==> src/rtl/tx_arbiter_4b.sv <==
// Round-robin arbiter that shares the 4-bit TX stage between NUM_REQ ALU result producers; a grant is held until tx_done.
// Optional WAIT_DONE watchdog enabled by macro TX_ARB_TIMEOUT_EN; res_valid follows the accept cycle by one clock.
module tx_arbiter_4b #(
  parameter int NUM_REQ        = 2,
  parameter int TIMEOUT_CYCLES = 64
) (
  input  logic                  clk,
  input  logic                  rst,
  input  logic [NUM_REQ-1:0]    req_valid,
  input  logic [NUM_REQ*10-1:0] req_data,
  input  logic [NUM_REQ-1:0]    req_carry,
  output logic [NUM_REQ-1:0]    req_ready,
  output logic [9:0]            res_data,
  output logic                  res_carry,
  output logic                  res_valid,
  input  logic                  res_ready,
  input  logic                  tx_done,
  output logic [1:0]            grant_id,
  output logic                  busy,
  output logic                  timeout_err
);

  if (NUM_REQ < 2 || NUM_REQ > 4 || TIMEOUT_CYCLES < 1) begin : g_bad_param
    $error("tx_arbiter_4b: illegal parameter value");
  end

  typedef enum logic [1:0] {IDLE, OFFER, WAIT_DONE} state_t;

  state_t      state_q, state_d;
  logic [1:0]  last_grant_q, last_grant_d;
  logic [1:0]  grant_id_q, grant_id_d;
  logic [9:0]  hold_data_q, hold_data_d;
  logic        hold_carry_q, hold_carry_d;

`ifdef TX_ARB_TIMEOUT_EN
  localparam logic [15:0] WAIT_LAST = 16'(TIMEOUT_CYCLES - 1);
  logic [15:0] wait_cnt_q, wait_cnt_d;
  logic        timeout_err_q, timeout_err_d;
`endif

  // Pad the requester vectors to the 4-lane maximum so indexing is width-clean for any NUM_REQ.
  logic [3:0]  valid_ext, carry_ext, win_onehot;
  logic [39:0] data_ext;
  logic [2:0]  cand;
  logic [1:0]  win_idx;
  logic        win_found;
  logic [5:0]  win_off;

  assign valid_ext = 4'(req_valid);
  assign carry_ext = 4'(req_carry);
  assign data_ext  = 40'(req_data);

  // Scan downward so the last hit is the nearest index after last_grant.
  always_comb begin
    cand      = '0;
    win_idx   = '0;
    win_found = 1'b0;
    for (int k = NUM_REQ; k >= 1; k--) begin
      cand = {1'b0, last_grant_q} + 3'(k);
      if (cand >= 3'(NUM_REQ)) cand = cand - 3'(NUM_REQ);
      if (valid_ext[cand[1:0]]) begin
        win_idx   = cand[1:0];
        win_found = 1'b1;
      end
    end
  end

  assign win_off    = {4'd0, win_idx} * 6'd10;
  assign win_onehot = 4'b0001 << win_idx;

  always_comb begin
    state_d       = state_q;
    last_grant_d  = last_grant_q;
    grant_id_d    = grant_id_q;
    hold_data_d   = hold_data_q;
    hold_carry_d  = hold_carry_q;
`ifdef TX_ARB_TIMEOUT_EN
    wait_cnt_d    = wait_cnt_q;
    timeout_err_d = 1'b0;
`endif
    case (state_q)
      IDLE: begin
        if (win_found) begin
          hold_data_d  = data_ext[win_off +: 10];
          hold_carry_d = carry_ext[win_idx];
          grant_id_d   = win_idx;
          state_d      = OFFER;
        end
      end
      OFFER: begin
        if (res_ready) begin
          state_d = WAIT_DONE;
`ifdef TX_ARB_TIMEOUT_EN
          wait_cnt_d = '0;
`endif
        end
      end
      WAIT_DONE: begin
        if (tx_done) begin
          state_d      = IDLE;
          last_grant_d = grant_id_q;
        end
`ifdef TX_ARB_TIMEOUT_EN
        else if (wait_cnt_q == WAIT_LAST) begin
          state_d       = IDLE;
          last_grant_d  = grant_id_q;
          timeout_err_d = 1'b1;
        end else begin
          wait_cnt_d = wait_cnt_q + 16'd1;
        end
`endif
      end
      default: state_d = IDLE;
    endcase
  end

  always_ff @(posedge clk or posedge rst) begin
    if (rst) begin
      state_q       <= IDLE;
      last_grant_q  <= 2'(NUM_REQ - 1);
      grant_id_q    <= '0;
      hold_data_q   <= '0;
      hold_carry_q  <= 1'b0;
`ifdef TX_ARB_TIMEOUT_EN
      wait_cnt_q    <= '0;
      timeout_err_q <= 1'b0;
`endif
    end else begin
      state_q       <= state_d;
      last_grant_q  <= last_grant_d;
      grant_id_q    <= grant_id_d;
      hold_data_q   <= hold_data_d;
      hold_carry_q  <= hold_carry_d;
`ifdef TX_ARB_TIMEOUT_EN
      wait_cnt_q    <= wait_cnt_d;
      timeout_err_q <= timeout_err_d;
`endif
    end
  end

  assign req_ready = (state_q == IDLE && win_found && !rst) ? NUM_REQ'(win_onehot) : '0;
  assign res_valid = (state_q == OFFER);
  assign res_data  = hold_data_q;
  assign res_carry = hold_carry_q;
  assign grant_id  = grant_id_q;
  assign busy      = (state_q != IDLE);
`ifdef TX_ARB_TIMEOUT_EN
  assign timeout_err = timeout_err_q;
`else
  assign timeout_err = 1'b0;
`endif

endmodule

==> config.mk <==
export PLATFORM = sky130hd
export DESIGN_NAME = tx_arbiter_4b
export DESIGN_NICKNAME = d
export VERILOG_FILES = /design/src/rtl/tx_arbiter_4b.sv
export SDC_FILE = /design/constraint.sdc
export NUM_CORES = 1
export LEC_CHECK = 0
export CAP_MARGIN = 30
export CELL_PAD_IN_SITES_DETAIL_PLACEMENT = 1
export CELL_PAD_IN_SITES_GLOBAL_PLACEMENT = 1
export CORE_MARGIN = 5
export CORE_UTILIZATION = 27
export DETAILED_ROUTE_END_ITERATION = 8
export MAX_ROUTING_LAYER = met4
export PLACE_DENSITY = 0.77
export SYNTH_ARGS = -nofsm -noshare
export SYNTH_HDL_FRONTEND = slang
export SYNTH_SLANG_ARGS = --single-unit
==> constraint.sdc <==
create_clock -name clk -period 1.7 [get_ports clk]
set_input_delay 0.34 -clock clk [delete_from_list [all_inputs] [get_ports clk]]
set_output_delay 0.34 -clock clk [all_outputs]
set_load 0.01 [all_outputs]
==> metrics.md, run 1 <==
| Metric | Value |
|---|---|
| Sequential area share after synthesis | `44.5%` |
| Power consumption | `2.29 mW` |
| Count leader, synth | `dfrtp_1` |
| Chip Height | `69.6 microns` |
| Internal Power | `1.54 mW` |
| DR DRC count | `0` |
| Setup crit start kind | `flip-flop` |
| Final WL | `3040 microns` |
| Core area | `3390 sq um` |
| Max_cap viols | `0` |
| Slew Limit Fails | `0` |
| Grt ovf | `0` |
| Clk slew on worst S/H paths | `0.11 ns` |
| Critical path's slowest cell | `dfrtp_1` |
| Nets | `166` |
| VDD IR max | `0.600 mV` |
| Initial Util | `28.3%` |
| Cell accounting for the most synthesized area | `dfrtp_1` |
| Placed cell count | `177` |
| Root buf cell | `clkbuf_4` |
| Share of flip-flops with an asynchronous set or reset | `100%` |
| Synthesized cell area | `958 sq um` |
| CTS Buf Count | `3` |
| Fmax achieved | `574 MHz` |
| Vias per Instance | `4.70` |
| Area Overhead vs Synth | `67.6%` |
| Switching portion of total power | `32.7%` |
| PwrDens | `1420 nW/um^2` |
| Setup TNS Final | `-0.0504 ns` |
| H-tree levels | `1` |
| Clk sink count | `17` |
| Post-synth top area share | `41.8%` |
| Largest net degree at the start of global routing | `18` |
| Status | `finished with violations` |
| Unique masters post-synth | `26` |
| Crit path arrival time | `1.40 ns` |
| Synthesized flop and latch total | `17` |
| Final min period | `1.74 ns` |
| Die width | `69.6 microns` |
| Final worst slack | `-0.0409 ns` |
| Cell family with most CP delay | `simple AND/OR/NAND/NOR gates` |
| DRT Pass-1 Iters | `3` |
| Power share of the clock group | `9.6%` |
| Syn_nets | `108` |
| Gate Count Post-Synth | `80` |
| Switch Pwr | `748 uW` |
| Initial antenna violation count | `0` |
| Syn Area/Cell | `12.0 sq um` |
| CTS tree | `yes` |
| Io pins | `46` |
| Rows | `21` |
| Seq pwr share | `30.5%` |
| Worst path max stage delay | `0.39 ns` |
| WS Path Type | `flip-flop to output port` |
| Die area | `4840 sq um` |
| Unrepaired setup endpoints after global routing | `true` |
| Ranking of synthesized cells by area | `dfrtp_1 (42%), mux2_4 (16%), a32o_1 (11%)` |
| Vias in the first global route | `1030` |
| Initial DRC Count | `15` |
| Clock Latency Late Sink | `0.29 ns` |
| Final GP Congestion | `0.681` |
| Crit-path cells | `or2_4 -> a21oi_4 -> nor3b_4 -> buf_2` |
| Failing checks | `setup timing` |
| Vias | `860` |
| Worst Path Required | `1.36 ns` |
| Worst min-delay path class | `input port to async pin` |
| Crit path max fanout | `3` |
| Fin cells | `183` |
| Synth cell count leaders | `dfrtp_1 (16), a32o_1 (11), mux2_4 (10)` |
| Number of synthesized flops with an enable pin | `0` |
| ANT cells | `0` |
| Hold Fails Final Rpt | `0` |
| Worst path buffer plus inverter count | `1` |
| Worst-case clock buffer depth | `2` |
| Setup Skew | `0.00519 ns` |
| GRT Total Usage | `13.3%` |
| Comb power frac | `59.9%` |
| Number of routed nets with antenna violations | `0` |
| Synth Flop Type | `dfrtp_1` |
| Share of layout cells above drive strength 1 | `33.6%` |
| # fillers | `364` |
| DR WL/cell | `16.6 microns` |
| Final period util | `102%` |
| Post-DP HPWL | `2310 microns` |
| R2R cell count | `5` |
| First-pass GRT wire length | `5020 microns` |
| CP Depth | `4` |
| Setup violators final | `2` |
| IO Port Bufs | `44` |
| Yosys warnings | `0` |
| Worst Setup End Kind | `output port` |
| Static leakage | `0.713 nW` |
per-layer routing:
| metal | global-route usage, % | part of all wire (%) | vias to the layer above |
|---|---|---|---|
| met5 | - | 0 | - |
| met4 | 3.90 | 1.1 | 0 |
| met3 | 3.04 | 4.5 | 4 |
| met2 | 23.4 | 50 | 30 |
| met1 | 15.1 | 45 | 424 |
| li1 | - | - | 402 |
cell usage in the layout (no fill, tap or decap), drive strengths merged, types with 3 or more instances in the layout:
master and instances:
clkdlybuf4s50 38, buf 17, dfrtp 16, mux2 12, a32o 11, and2 11
inv 3, clkbuf 3, nand2 3, o21ai 3
through the flow:
step / hold WS [ns] / instance area [sq um] / utilization, % / setup slack, ns
2_1_floorplan: 0.270 / 973 / - / 0.0107
3_3_place_gp: 0.475 / 1530 / 45.1 / -0.571
3_5_place_dp: 0.498 / 1530 / 45.1 / -0.610
4_1_cts: 0.463 / 1600 / 47.1 / -0.0593
5_1_grt: 0.502 / 1610 / 47.4 / -0.123
6_report: 0.474 / 1610 / 47.4 / -0.0409
flip-flops by register name, indices dropped and copies added, names as in the netlist:
name          flops
res_data         10
grant_id          2
last_grant_q      2
state_q           2
res_carry         1
power by group through the flow:
stage	registers [mW]	logic, mW	clock network (mW)
after floorplan	0.753	0.649	0
after global placement	0.695	1.31	0
after detailed placement	0.699	1.34	0
after CTS	0.702	1.37	0.229
after global routing	0.724	1.46	0.251
final	0.698	1.37	0.219
worst register-to-register path, stage by stage (launching register included):
cell and delay, ns:
dfrtp_1 0.43, buf_6 0.13, or3b_4 0.38, buf_6 0.15
a32o_1 0.22, mux2_4 0.25
cell type report:
type,instances,area [sq um],area share [%]
repair buffers,59,553,34.4
multi-input cells,54,531,33.0
flip-flops and latches,17,427,26.6
well taps,46,57.6,3.58
clock buffers,3,22.5,1.40
inverters,3,11.3,0.701
clock inverters,1,5.00,0.312
worst paths after layout:
kind | startpoint | endpoint | slack, ns
max in group asynchronous | rst | last_grant_q[0] | 0.97
worst max-delay path | state_q[1] | req_ready[1] | -0.04
worst max register to register | last_grant_q[1] | res_data[4] | 0.04
worst min register to register | res_data[8] | res_data[8] | 0.52
min in group clk | res_data[8] | res_data[8] | 0.52
worst min-delay path | rst | res_data[1] | 0.47
cells by family (layout without fill, tap and decap cells):
group | count (synthesis) | after routing | synth area share, %
AOI/OAI and AO/OA | 18 | 18 | 17.0
buffers and inverters | 9 | 66 | 5.09
muxes | 12 | 12 | 18.0
other | 1 | 1 | 0.391
and+or+nand+nor | 23 | 23 | 15.0
DFF | 17 | 17 | 44.5
what timing repair did:
action / in CTS / in global routing
pin swaps: 5 / 11
hold buffers: 0 / 0
gates resized for setup: 24 / 3
endpoints found under the setup margin: 15 / 13
setup buffers: 2 / 0
Note: power is estimated with default switching activity, not from simulation.
==> run 2: changes to the inputs <==
--- a/config.mk
+++ b/config.mk
@@ -8,6 +8,7 @@
 export CAP_MARGIN = 30
 export CELL_PAD_IN_SITES_DETAIL_PLACEMENT = 1
 export CELL_PAD_IN_SITES_GLOBAL_PLACEMENT = 1
+export CORE_ASPECT_RATIO = 0.6
 export CORE_MARGIN = 5
 export CORE_UTILIZATION = 27
 export DETAILED_ROUTE_END_ITERATION = 8
==> run 2 against run 1 <==
Net effect: die area grew 0.80%; clock skew shrank 0.0035 ns; via count down 0.47%; utilization increased by 0.99 points; power grew 5.0%; worst hold slack gained 0.031 ns; the flow still finishes with violations (setup timing); critical path type unchanged; final cell count decreased by 1.1%; first-iteration DRC count up 130%; largest cell class is now multi-input gates; fmax up 1.9%; global-route usage up 0.61 points; sequential power about the same; flip-flop and latch count did not move.
==> metrics.md, run 2 (same netlist as run 1, synthesis figures left out) <==
| Metric | Value |
|---|---|
| Status | `finished with violations` |
| Failing checks | `setup timing` |
| Most common cell after layout, fill and taps aside | `clkdlybuf4s50_1` |
| Vias | `856` |
| Crit path arrival time | `1.37 ns` |
| Root buf cell | `clkbuf_8` |
| R2R cell count | `4` |
| Grt ovf | `0` |
| CTS Buf Count | `3` |
| Setup crit start kind | `flip-flop` |
| R2R Setup Slk | `0.05 ns` |
| Fmax achieved | `585 MHz` |
| VDD IR max | `0.688 mV` |
| Static leakage | `0.710 nW` |
| Chip Height | `56.2 microns` |
| CTS tree | `yes` |
| Cell family with most CP delay | `simple AND/OR/NAND/NOR gates` |
| Power consumption | `2.40 mW` |
| Die width | `86.9 microns` |
| Final period util | `101%` |
| Final worst slack | `-0.00922 ns` |
| FF-to-FF End | `res_data[6]` |
| Setup violators final | `1` |
| Post-DP HPWL | `2360 microns` |
| Worst Path Required | `1.36 ns` |
| Most frequent cells in the layout | `clkdlybuf4s50_1 (38), dfrtp_1 (16), buf_4 (13)` |
| CP Depth | `4` |
| # fillers | `349` |
| Worst hold slack | `0.505 ns` |
| Nets | `165` |
| Placed cell count | `174` |
| Io pins | `46` |
| Crit-path cells | `or2_4 -> a21oi_4 -> nor3b_4 -> buf_2` |
| Initial DRC Count | `35` |
| Rows | `16` |
| Final GP Congestion | `0.780` |
| Setup Skew | `0.00164 ns` |
| Slew Limit Fails | `0` |
| Number of routed nets with antenna violations | `0` |
| Switch Pwr | `776 uW` |
| CP endpoint | `req_ready[1]` |
| First-pass GRT wire length | `5110 microns` |
| Hold_sp | `last_grant_q[0]` |
| Crit path max fanout | `3` |
| Fin cells | `181` |
| Vias per Instance | `4.73` |
| ANT cells | `0` |
| DRT Pass-1 Iters | `4` |
| Worst min-delay path class | `flip-flop to flip-flop` |
| PwrDens | `1480 nW/um^2` |
| H-tree levels | `1` |
| DR WL/cell | `17.9 microns` |
| Power share of the clock group | `12.7%` |
| WS Path Type | `flip-flop to output port` |
| Core area | `3340 sq um` |
| Clock Latency Late Sink | `0.25 ns` |
| Worst Setup End Kind | `output port` |
| Comb power frac | `58.2%` |
| Unrepaired setup endpoints after global routing | `true` |
| Largest net degree at the start of global routing | `18` |
| Area Overhead vs Synth | `68.8%` |
| Worst hold path depth | `2` |
| Worst-case clock buffer depth | `2` |
| Hold_buf cts | `0` |
| Worst path max stage delay | `0.38 ns` |
| Final min period | `1.71 ns` |
| Worst r2r src | `last_grant_q[1]` |
| Max_cap viols | `0` |
| Setup TNS Final | `-0.00922 ns` |
| Die area | `4880 sq um` |
| Switching portion of total power | `32.3%` |
| Clk sink count | `17` |
| Hold Fails Final Rpt | `0` |
| Initial Util | `28.7%` |
| Setup crit start | `state_q[0]` |
| Vias in the first global route | `995` |
| Initial antenna violation count | `0` |
| Internal Power | `1.63 mW` |
| Final WL | `3250 microns` |
| IO Port Bufs | `44` |
| Share of layout cells above drive strength 1 | `34.6%` |
| Critical path's slowest cell | `dfrtp_1` |
| Clk slew on worst S/H paths | `0.07 ns` |
| DR DRC count | `0` |
| Max reg flops | `10` |
| Worst path buffer plus inverter count | `1` |
| GRT Total Usage | `13.9%` |
| Seq pwr share | `29.1%` |
-- run 2: cell types whose count changed in the layout (fill, tap and decap cells not counted), sizes merged --
cell / change
or3b: +1
buf: -2
-- run 2: area by class of cell --
class                      count  area, sq um  share of cell area, %
sequential                    17          427                   26.4
inverter                       3         11.3                  0.696
clock inverter                 1         5.00                  0.309
clock buffer                   3         41.3                   2.55
tap                           45         56.3                   3.48
timing repair buffer          57          533                   32.9
multi-input combinational     55          544                   33.6
-- run 2: power groups by stage --
stage / Combinational, mW / Clock, mW / Sequential, mW
after CTS: 1.38 / 0.309 / 0.704
after global placement: 1.31 / 0 / 0.698
final: 1.40 / 0.305 / 0.700
after detailed placement: 1.34 / 0 / 0.696
after floorplan: 0.649 / 0 / 0.753
after global routing: 1.49 / 0.331 / 0.723
-- run 2: per-layer routing --
metal	GRT usage [%]	routed length, microns	up-vias
met1	17.5	1500	426
met5	-	0	-
met3	3.55	124	0
met4	2.00	0	0
met2	23.0	1620	26
li1	-	-	404
-- run 2: worst min-delay path: stages, from the launching register on --
cell and delay (ns):
dfstp_2 0.38, nand2_1 0.05, o21ai_0 0.07
-- run 2: worst min path at each step --
stage / end / slack (ns)
after floorplan: grant_id[0] / 0.27
after global placement: last_grant_q[0] / 0.48
after detailed placement: last_grant_q[0] / 0.49
after CTS: last_grant_q[0] / 0.51
after global routing: last_grant_q[0] / 0.53
final: last_grant_q[0] / 0.50
-- run 2: through the flow --
stage | worst slack (ns) | area, sq um | utilization, %
final | -0.00922 | 1620 | 48.4
after global routing | -0.0741 | 1620 | 48.4
after CTS | -0.00494 | 1590 | 47.5
after detailed placement | -0.614 | 1510 | 45.2
after global placement | -0.574 | 1510 | 45.2
after floorplan | 0.0107 | 973 | -
-- run 2: what timing repair did --
item | CTS | global route
cloned | 0 | 1
pin swaps | 1 | 1
setup endpoints to repair | 15 | 14
buffers inserted | 1 | 1
resized for setup | 22 | 5
